[config.mk]
export PLATFORM = sky130hd
export DESIGN_NAME = bin_maxpool_stage
export DESIGN_NICKNAME = d
export VERILOG_FILES = /design/src/rtl/bin_acc_pkg.sv /design/src/rtl/pool_row_reduce.sv /design/src/rtl/bin_maxpool_stage.sv
export SDC_FILE = /design/constraint.sdc
export NUM_CORES = 1
export LEC_CHECK = 0
export BUFFER_PORTS_ARGS = -buffer_cell sky130_fd_sc_hd__buf_2
export CAP_MARGIN = 20
export CORE_AREA = 5 5 79 117
export DETAILED_ROUTE_END_ITERATION = 8
export DIE_AREA = 0 0 84 122
export GPL_ROUTABILITY_DRIVEN = 1
export PLACE_DENSITY = 0.76
export SYNTH_ARGS = -nofsm -noshare
export SYNTH_HDL_FRONTEND = slang
export SYNTH_HIERARCHICAL = 1
export SYNTH_SLANG_ARGS = --single-unit
[constraint.sdc]
create_clock -name clk -period 3 [get_ports clk]
set_input_delay 0.15 -clock clk [delete_from_list [all_inputs] [get_ports clk]]
set_output_delay 0.15 -clock clk [all_outputs]
set_load 0.02 [all_outputs]
[src/rtl/bin_acc_pkg.sv]
`default_nettype none
// ============================================================================
// Module   : bin_acc_pkg
// Purpose  : Shared definitions for the binary XNOR accelerator stages:
//            default SRAM geometry, the end-of-stream marker, the one-hot
//            pooling FSM encoding and the legal-header check.
// Ports    : none (package)
// Revision : 1.0 - initial release
// ============================================================================
package bin_acc_pkg;

  // Geometry shared by the convolution and pooling stages.
  localparam int          ADDR_W_DEF    = 12;
  localparam int          DATA_W_DEF    = 16;
  localparam logic [15:0] TERM_WORD_DEF = 16'h00FF;

  // One-hot state encoding for the pooling stage.
  typedef enum logic [6:0] {
    ST_IDLE      = 7'b000_0001,
    ST_HDR_RD    = 7'b000_0010,
    ST_HDR_CHK   = 7'b000_0100,
    ST_ROW_RD    = 7'b000_1000,
    ST_ROW_FLUSH = 7'b001_0000,
    ST_TERM_WR   = 7'b010_0000,
    ST_DONE      = 7'b100_0000
  } pool_state_t;

  // A map header is legal when it is even and lies in 2..max_m. With a
  // 16-bit word and max_m = 16 this also forces bits [15:5] to zero.
  function automatic logic hdr_is_legal(input logic [31:0] hdr, input int max_m);
    return (hdr >= 32'd2) && (hdr <= 32'(max_m)) && (hdr[0] == 1'b0);
  endfunction

endpackage
`default_nettype wire

[src/rtl/pool_row_reduce.sv]
`default_nettype none
// ============================================================================
// Module   : pool_row_reduce
// Purpose  : Combinational 2x2 binary max-pool of one row pair. The two rows
//            are ORed, then adjacent column pairs are ORed into one pooled
//            bit each. Pooled bits at or above half_m are forced to zero.
// Ports    : even_row [DATA_W] - row 2r of the map
//            odd_row  [DATA_W] - row 2r+1 of the map
//            half_m   [HALF_W] - pooled map width (M/2)
//            pooled   [DATA_W] - pooled output row, upper half always zero
// Revision : 1.0 - initial release
// ============================================================================
module pool_row_reduce #(
  parameter int DATA_W = 16,
  parameter int HALF_W = 4
) (
  input  logic [DATA_W-1:0] even_row,
  input  logic [DATA_W-1:0] odd_row,
  input  logic [HALF_W-1:0] half_m,
  output logic [DATA_W-1:0] pooled
);

  logic [DATA_W-1:0] w_or;

  assign w_or = even_row | odd_row;

  generate
    for (genvar k = 0; k < DATA_W / 2; k++) begin : g_pair
      localparam logic [HALF_W-1:0] c_k = HALF_W'(k);
      // Columns beyond the map width may hold stale data; mask them here.
      assign pooled[k] = (w_or[2*k] | w_or[2*k+1]) & (c_k < half_m);
    end
    for (genvar k = DATA_W / 2; k < DATA_W; k++) begin : g_upper
      assign pooled[k] = 1'b0;
    end
  endgenerate

endmodule
`default_nettype wire

[src/rtl/bin_maxpool_stage.sv]
`default_nettype none
// ============================================================================
// Module   : bin_maxpool_stage
// Purpose  : Streams feature maps out of the convolution SRAM, applies 2x2
//            stride-2 binary max-pooling (bitwise OR) and writes the pooled
//            maps, each prefixed by its halved header, to the pool SRAM.
//            The stream ends with TERM_WORD; an illegal header sets the
//            sticky error flag and ends the stream.
// Ports    : clk, reset_b (async, active-low)
//            pool_run                 - start pulse, honoured only when idle
//            pool_busy                - run in progress
//            pool_err                 - sticky bad-header flag
//            pool_sram_read_address   - registered read address
//            sram_pool_read_data      - read data, one cycle after address
//            pool_sram_write_address  - registered write address
//            pool_sram_write_data     - registered write data
//            pool_sram_write_enable   - registered write strobe
// Revision : 1.0 - initial release
// ============================================================================
module bin_maxpool_stage
  import bin_acc_pkg::*;
#(
  parameter int                ADDR_W    = ADDR_W_DEF,
  parameter int                DATA_W    = DATA_W_DEF,
  parameter logic [DATA_W-1:0] TERM_WORD = DATA_W'(TERM_WORD_DEF)
) (
  input  logic              clk,
  input  logic              reset_b,
  input  logic              pool_run,
  output logic              pool_busy,
  output logic              pool_err,
  output logic [ADDR_W-1:0] pool_sram_read_address,
  input  logic [DATA_W-1:0] sram_pool_read_data,
  output logic [ADDR_W-1:0] pool_sram_write_address,
  output logic [DATA_W-1:0] pool_sram_write_data,
  output logic              pool_sram_write_enable
);

  localparam int c_cnt_w  = $clog2(DATA_W + 1);
  localparam int c_half_w = c_cnt_w - 1;

  pool_state_t         r_state, w_state;
  logic [ADDR_W-1:0]   r_rd_addr, w_rd_addr;
  logic [ADDR_W-1:0]   r_wr_addr, w_wr_addr;
  logic [ADDR_W-1:0]   r_wr_ptr, w_wr_ptr;     // next free pool SRAM slot
  logic [DATA_W-1:0]   r_wr_data, w_wr_data;
  logic                r_wr_en, w_wr_en;
  logic                r_busy, w_busy;
  logic                r_err, w_err;
  logic [c_cnt_w-1:0]  r_m, w_m;               // latched map width M
  logic [c_cnt_w-1:0]  r_row, w_row;           // row whose data is on the bus
  logic [DATA_W-1:0]   r_pair, w_pair;         // held even row
  logic                w_do_write;
  logic [DATA_W-1:0]   w_write_word;
  logic [DATA_W-1:0]   w_pooled;
  logic                w_last_row;

  assign w_last_row = (r_row == (r_m - c_cnt_w'(1)));

  pool_row_reduce #(
    .DATA_W (DATA_W),
    .HALF_W (c_half_w)
  ) u_row_reduce (
    .even_row (r_pair),
    .odd_row  (sram_pool_read_data),
    .half_m   (r_m[c_cnt_w-1:1]),
    .pooled   (w_pooled)
  );

  always_ff @(posedge clk or negedge reset_b) begin
    if (!reset_b) begin
      r_state   <= ST_IDLE;
      r_rd_addr <= '0;
      r_wr_addr <= '0;
      r_wr_ptr  <= '0;
      r_wr_data <= '0;
      r_wr_en   <= 1'b0;
      r_busy    <= 1'b0;
      r_err     <= 1'b0;
      r_m       <= '0;
      r_row     <= '0;
      r_pair    <= '0;
    end else begin
      r_state   <= w_state;
      r_rd_addr <= w_rd_addr;
      r_wr_addr <= w_wr_addr;
      r_wr_ptr  <= w_wr_ptr;
      r_wr_data <= w_wr_data;
      r_wr_en   <= w_wr_en;
      r_busy    <= w_busy;
      r_err     <= w_err;
      r_m       <= w_m;
      r_row     <= w_row;
      r_pair    <= w_pair;
    end
  end

  // Read addressing runs one word ahead of the data bus: the first row
  // address is issued while the header is still being fetched, so row r's
  // data is on the bus during ROW_RD cycle r. The last pooled write is then
  // issued on the final ROW_RD edge and lands in ROW_FLUSH, and the next
  // header address is already presented before HDR_RD.
  always_comb begin
    w_state      = r_state;
    w_rd_addr    = r_rd_addr;
    w_wr_addr    = r_wr_addr;
    w_wr_ptr     = r_wr_ptr;
    w_wr_data    = r_wr_data;
    w_wr_en      = 1'b0;
    w_busy       = r_busy;
    w_err        = r_err;
    w_m          = r_m;
    w_row        = r_row;
    w_pair       = r_pair;
    w_do_write   = 1'b0;
    w_write_word = '0;

    unique case (r_state)
      ST_IDLE: begin
        if (pool_run) begin
          w_rd_addr = '0;
          w_wr_addr = '0;
          w_wr_ptr  = '0;
          w_err     = 1'b0;
          w_busy    = 1'b1;
          w_state   = ST_HDR_RD;
        end
      end
      ST_HDR_RD: begin
        w_rd_addr = r_rd_addr + 1'b1;
        w_state   = ST_HDR_CHK;
      end
      ST_HDR_CHK: begin
        if (sram_pool_read_data == TERM_WORD) begin
          w_do_write   = 1'b1;
          w_write_word = TERM_WORD;
          w_state      = ST_TERM_WR;
        end else if (hdr_is_legal(32'(sram_pool_read_data), DATA_W)) begin
          w_m          = sram_pool_read_data[c_cnt_w-1:0];
          w_do_write   = 1'b1;
          w_write_word = sram_pool_read_data >> 1;
          w_rd_addr    = r_rd_addr + 1'b1;
          w_row        = '0;
          w_state      = ST_ROW_RD;
        end else begin
          w_err        = 1'b1;
          w_do_write   = 1'b1;
          w_write_word = TERM_WORD;
          w_state      = ST_TERM_WR;
        end
      end
      ST_ROW_RD: begin
        if (!r_row[0]) begin
          w_pair = sram_pool_read_data;
        end else begin
          w_do_write   = 1'b1;
          w_write_word = w_pooled;
        end
        if (w_last_row) begin
          w_state = ST_ROW_FLUSH;
        end else begin
          w_rd_addr = r_rd_addr + 1'b1;
          w_row     = r_row + 1'b1;
        end
      end
      ST_ROW_FLUSH: begin
        w_state = ST_HDR_RD;
      end
      ST_TERM_WR: begin
        // The terminator strobe is active in this cycle.
        w_busy  = 1'b0;
        w_state = ST_DONE;
      end
      ST_DONE: begin
        w_rd_addr = '0;
        w_state   = ST_IDLE;
      end
      default: begin
        w_state = ST_IDLE;
      end
    endcase

    // Writes go to the next free slot; the pointer advances only on a write.
    if (w_do_write) begin
      w_wr_en   = 1'b1;
      w_wr_addr = r_wr_ptr;
      w_wr_ptr  = r_wr_ptr + 1'b1;
      w_wr_data = w_write_word;
    end
  end

  assign pool_busy               = r_busy;
  assign pool_err                = r_err;
  assign pool_sram_read_address  = r_rd_addr;
  assign pool_sram_write_address = r_wr_addr;
  assign pool_sram_write_data    = r_wr_data;
  assign pool_sram_write_enable  = r_wr_en;

endmodule
`default_nettype wire

# --- Word-level counts from Yosys, hierarchy flattened ---
# Cells that the tools add are included.
# W data, S select, Z words.
word_totals:
  input_bits: 19
  output_inout_bits: 43
  regBits: 88
  wordCells: 106
op_classes:
  n_mux: 30
  eq_ne: 15
  order_cmp: 10
  n_bitwise: 20
  reduce_logical: 16
  n_addsub: 4
ops:
  columns: ["op", "n"]
  rows:
  - ["$mux W12", 7]
  - ["$pmux W12 S5", 1]
  - ["$pmux W7 S6", 1]
  - ["$mux W15", 2]
  - ["$pmux W15 S2", 1]
  - ["$add A12 B1 Y12 const B", 2]
  - ["$eq A16 B8 Y1 const B", 1]
  - ["$ge A16 B2 Y1 const B", 1]
  - ["$le A16 B5 Y1 const B", 1]
  - ["$lt A3 B4 Y1 const A", 4]
  - ["$or A16 B16 Y16", 1]
  - ["$mux W5", 3]
  - ["$mux W7", 2]
  - ["$mux W6", 2]
  - ["$ne A2 B2 Y1 const B", 6]
  - ["$pmux W5 S2", 1]
  - ["$reduce_bool A2 Y1", 5]
  - ["$and A1 B1 Y1", 8]
  - ["$lt A1 B4 Y1 const A", 2]
  - ["$lt A2 B4 Y1 const A", 2]
  - ["$mux W8", 1]
  - ["$or A1 B1 Y1", 8]
  - ["$reduce_and A2 Y1", 4]
  - ["$reduce_and A4 Y1", 2]
  - ["17 further kinds", 27]

# --- Longest topological paths before layout ---
logic_depth:
  word_depth: 6
  ltp_mapped: 10
  depth_no_buf: 8

# --- Modules after synthesis ---
# The synthesis kept the hierarchy.
modules_own_cells:
  columns: ["module", "seq_area_each_um2", "area_per_inst_um2", "n_inst", "cells_each"]
  rows:
  - ["bin_maxpool_stage", 2203.4, 4145.2, 1, 411]
  - ["pool_row_reduce", 0.0, 188.9, 1, 33]

# --- Least setup slack after synthesis ---
# Ideal clock, no wire load.
synth_timing:
  path_type: "reg-to-reg"
  start: "register r_m[1]"
  end: "register r_row[4]"
  t_required_ns: 2.923
  path_stages_with_launch: 9
  n_path_buf: 0
  setup_ns: 0.077
  setup_slack_ns: 0.871
  synth_period_minus_slack_ns: 2.129
  arrival_time_ns: 2.051
  path_cell_list: "dfrtp_1 > inv_1 > ha_1 > nand2b_1 > a31o_2 > o2111ai_2 > o21ai_2 > or4_1 > a21oi_1"
synth_between:
  elab_chain_len: 4
synth_rtl:
  columns: ["item", "line", "text"]
  rows:
  - ["from (decl)", "bin_maxpool_stage.sv:50", "logic [c_cnt_w-1:0] r_m, w_m;"]
  - ["from (signal assigned)", "bin_maxpool_stage.sv:92", "r_m <= w_m;"]
  - ["$sub A5 B1 Y5", "bin_maxpool_stage.sv:58", "assign w_last_row = (r_row == (r_m - c_cnt_w'(1)));"]
  - ["$eq A5 B5 Y1", "bin_maxpool_stage.sv:58", null]
  - ["$ne A2 B2 Y1 (no line)", null, null]
  - ["$reduce_and A4 Y1 (no line)", null, null]
  - ["to (signal assigned)", "bin_maxpool_stage.sv:93", "r_row <= w_row;"]
  - ["to (decl)", "bin_maxpool_stage.sv:51", "logic [c_cnt_w-1:0] r_row, w_row;"]
# No other way between the ends.
# A chain may end at the register's enable or synchronous reset.

# --- Worst setup path in the final report ---
layout_timing:
  start: "register r_m[1]"
  end: "register r_rd_addr[6] (netlist: pool_sram_read_address[6])"
layout_between:
  elab_chain_len: 4
layout_rtl:
  columns: ["item", "line", "text"]
  rows:
  - ["$sub A5 B1 Y5", "bin_maxpool_stage.sv:58", null]
  - ["$eq A5 B5 Y1", "bin_maxpool_stage.sv:58", null]
  - ["$ne A2 B2 Y1 (no line)", null, null]
  - ["$reduce_and A5 Y1 (no line)", null, null]
  - ["to (signal assigned)", "bin_maxpool_stage.sv:85", "r_rd_addr <= w_rd_addr;"]
  - ["to (decl)", "bin_maxpool_stage.sv:43", "logic [ADDR_W-1:0] r_rd_addr, w_rd_addr;"]
# No other way between the ends.

==> results.json <==
{
  "status": "finished clean",
  "htree_levels": 3,
  "layout_common_cells": "dfrtp_1 (87), nand2_1 (71), buf_2 (60), o21ai_0 (59), nor2_1 (36)",
  "path_clk_slew_ns": 0.07,
  "start_util": 0.528,
  "critPathLaunch": "r_m[1]",
  "track_usage": 0.200,
  "postPlaceCellArea_mm2": 0.00467,
  "max_freq_ghz": 0.378,
  "setup_viol": 0,
  "num_vias": 3482,
  "root_buffer": "clkbuf_16",
  "clock_latency_ns": 0.34,
  "hold_path_class": "in2reg",
  "yosysTopAreaCell": "dfrtp_1",
  "numPortBuffers": 61,
  "cts_tree": "built",
  "synthArstFlopShare": 1.00,
  "r2r_start": "r_m[1]",
  "fillCellCount": 710,
  "finalSetupTns_ns": 0,
  "power_frac_clock": 0.322,
  "ant_nets": 0,
  "hold_depth": 2,
  "drt_pass1_iterations": 5,
  "synth_edf_count": 0,
  "drcViolationCount": 0,
  "post_cts_resized": 0,
  "synth_cell_types": 59,
  "p_sw_mw": 1.14,
  "viasPerCell": 5.65,
  "slew_headroom": 0.417,
  "die_w_um": 84,
  "post-route-period-util": 0.881,
  "yosys_warnings": 6,
  "diodes": 0,
  "endpoint_kind": "register",
  "r2r_end": "pool_sram_read_address[6]",
  "drv_slew": 0,
  "cts_sinks": 88,
  "dpl.hpwl_um": 6630,
  "p_seq_frac": 0.434,
  "clock_path_buffers": 2,
  "pre_cts_slack_ns": 0.252,
  "synth.avg_cell_area_um2": 9.76,
  "grt_overflow": 0,
  "p_leak_nw": 2.46,
  "fin_skew_ns": 0.00813,
  "io_pins": 62,
  "yosys_register_bits": 88,
  "whs_ns": 0.0734,
  "syn_area_mm2": 0.00433,
  "nets": 527,
  "path_max_fanout": 13,
  "finalWeightedCongestion": 0.837,
  "core_region_area_mm2": 0.00821,
  "synth_area_leaders": "dfrtp_1 (50%), o21ai_0 (6.8%), nand2_1 (6.1%)",
  "grt_pass1_vias": 3501,
  "p_per_area_mw_per_mm2": 667,
  "antenna_found_initial": 0,
  "yosysTopAreaCellShare": 0.502,
  "drt_iter0_drc": 161,
  "post-route-min-period_ns": 2.64,
  "swShare": 0.341,
  "finalWorstSetupSlack_ns": 0.357,
  "grt_pass1_wl_um": 16500,
  "fin_cells": 616,
  "ir_worst_vdd_mv": 0.435,
  "r2r_cells": 8,
  "rsz0062_at_grt": "false",
  "final_cell_area_mm2": 0.00501,
  "cts_made_buffers": 9,
  "placedCellCount": 597,
  "crit_arrival_ns": 2.86,
  "critPathKind": "reg2reg",
  "cap_violations": 0,
  "area_growth_pct": 15.5,
  "whs_endpoint": "r_pair[10]",
  "hp-start": "sram_pool_read_data[10]",
  "intPower_mw": 2.20,
  "avgRoutedWirePerCell_um": 15.4,
  "critical_path.startpoint_type": "register",
  "finalWirelength_um": 9510,
  "syn_inst": 444,
  "power_frac_comb": 0.244,
  "regToRegSetupSlack_ns": 0.36,
  "drive_above_1_share": 0.238,
  "hold_violations": 0,
  "grt_max_degree": 89,
  "final_common_cell": "dfrtp_1",
  "dieArea_mm2": 0.0102,
  "post_cts_buffers": 0,
  "tightest_slew_ns": 0.869,
  "synth.yosys.seq_area_share": 0.508,
  "die_h_um": 122,
  "row_count": 41,
  "ys.flop_type": "dfrtp_1",
  "cp_data_required_time_ns": 3.22
}
==> routing by layer <==
| metal | GRT usage | part of all wire | vias up |
|---|---|---|---|
| li1 | - | - | 1688 |
| met1 | 0.248 | 0.41 | 1667 |
| met2 | 0.340 | 0.51 | 110 |
| met3 | 0.0480 | 0.055 | 17 |
| met4 | 0.0765 | 0.019 | 0 |
| met5 | 0 | 0 | - |
==> cells by family (layout without fill, tap and decap cells) <==
group / count (synthesis) / in the layout / share of synthesized area
other: 1 / 8 / 0.000865
flip-flops: 88 / 88 / 0.508
XOR/XNOR: 10 / 10 / 0.0202
buffers and inverters: 42 / 100 / 0.0528
AO/OA/AOI/OAI: 105 / 105 / 0.143
AND/OR/NAND/NOR: 172 / 172 / 0.206
adder cells (fa/ha/maj): 4 / 4 / 0.0115
multiplexers: 22 / 22 / 0.0569
==> cell type report <==
| cell class | count | area [µm²] | area share |
|---|---|---|---|
| sequential | 88 | 2200 | 0.440 |
| multi-input combinational | 321 | 1930 | 0.385 |
| timing repair buffer | 70 | 400 | 0.0800 |
| clock buffer | 9 | 225 | 0.0450 |
| tap | 107 | 134 | 0.0267 |
| clock inverter | 7 | 62.6 | 0.0125 |
| inverter | 14 | 52.6 | 0.0105 |
==> state kept, by name (all words and copies together), names as in the netlist <==
| name | count |
|---|---|
| pool_busy | 1 |
| pool_err | 1 |
| pool_sram_read_address | 12 |
| pool_sram_write_address | 12 |
| pool_sram_write_data | 16 |
| pool_sram_write_enable | 1 |
| r_m | 5 |
| r_pair | 16 |
| r_row | 5 |
| r_state | 7 |
| r_wr_ptr | 12 |
==> per-stage QoR <==
stage                util  power [mW]
CTS                 0.605        3.36
global placement    0.569        2.26
floorplan               -        2.06
global route        0.610        3.51
finish              0.610        3.34
detailed placement  0.569        2.28
==> cell usage after synthesis (all sizes together) (3+ instances only) <==
cell type   n
o31ai       3
nor2       37
nand3       6
and4        3
nand4       5
ha          4
inv        14
buf        21
dfrtp      87
a222oi      7
clkbuf      7
o21ai      62
or4         3
a31oi       4
xnor2       5
xor2        5
mux2       21
nor3        8
nand2      71
a21oi      17
and3       12
nor4       11
==> what timing repair did <==
action	in CTS	in global routing
hold endpoints to repair	1	42
hold buffers	1	1
setup endpoints to repair	0	0
==> worst max-delay path: stages, from the launching register on <==
cell	delay [ns]
dfrtp_1	0.48
inv_1	0.09
ha_1	0.23
nand2b_1	0.17
a31o_2	0.25
o2111ai_2	0.32
nand4_1	0.50
o21ai_0	0.34
o21ai_0	0.12
==> worst max-delay path by stage <==
stage / to / slack [ns]
after floorplan: r_row[4] / 0.87
after global placement: pool_sram_read_address[0] / 0.29
after detailed placement: pool_sram_read_address[6] / 0.25
after CTS: pool_sram_read_address[6] / 0.35
after global routing: pool_sram_read_address[6] / 0.10
final: pool_sram_read_address[6] / 0.36
==> power by group through the flow <==
stage	Sequential [mW]	Combinational (mW)	Clock [mW]
final	1.45	0.816	1.08
after global routing	1.47	0.893	1.15
after CTS	1.45	0.819	1.09
after detailed placement	1.47	0.813	0
after global placement	1.47	0.791	0
after floorplan	1.60	0.462	0
(Power assumes the default switching activity.)
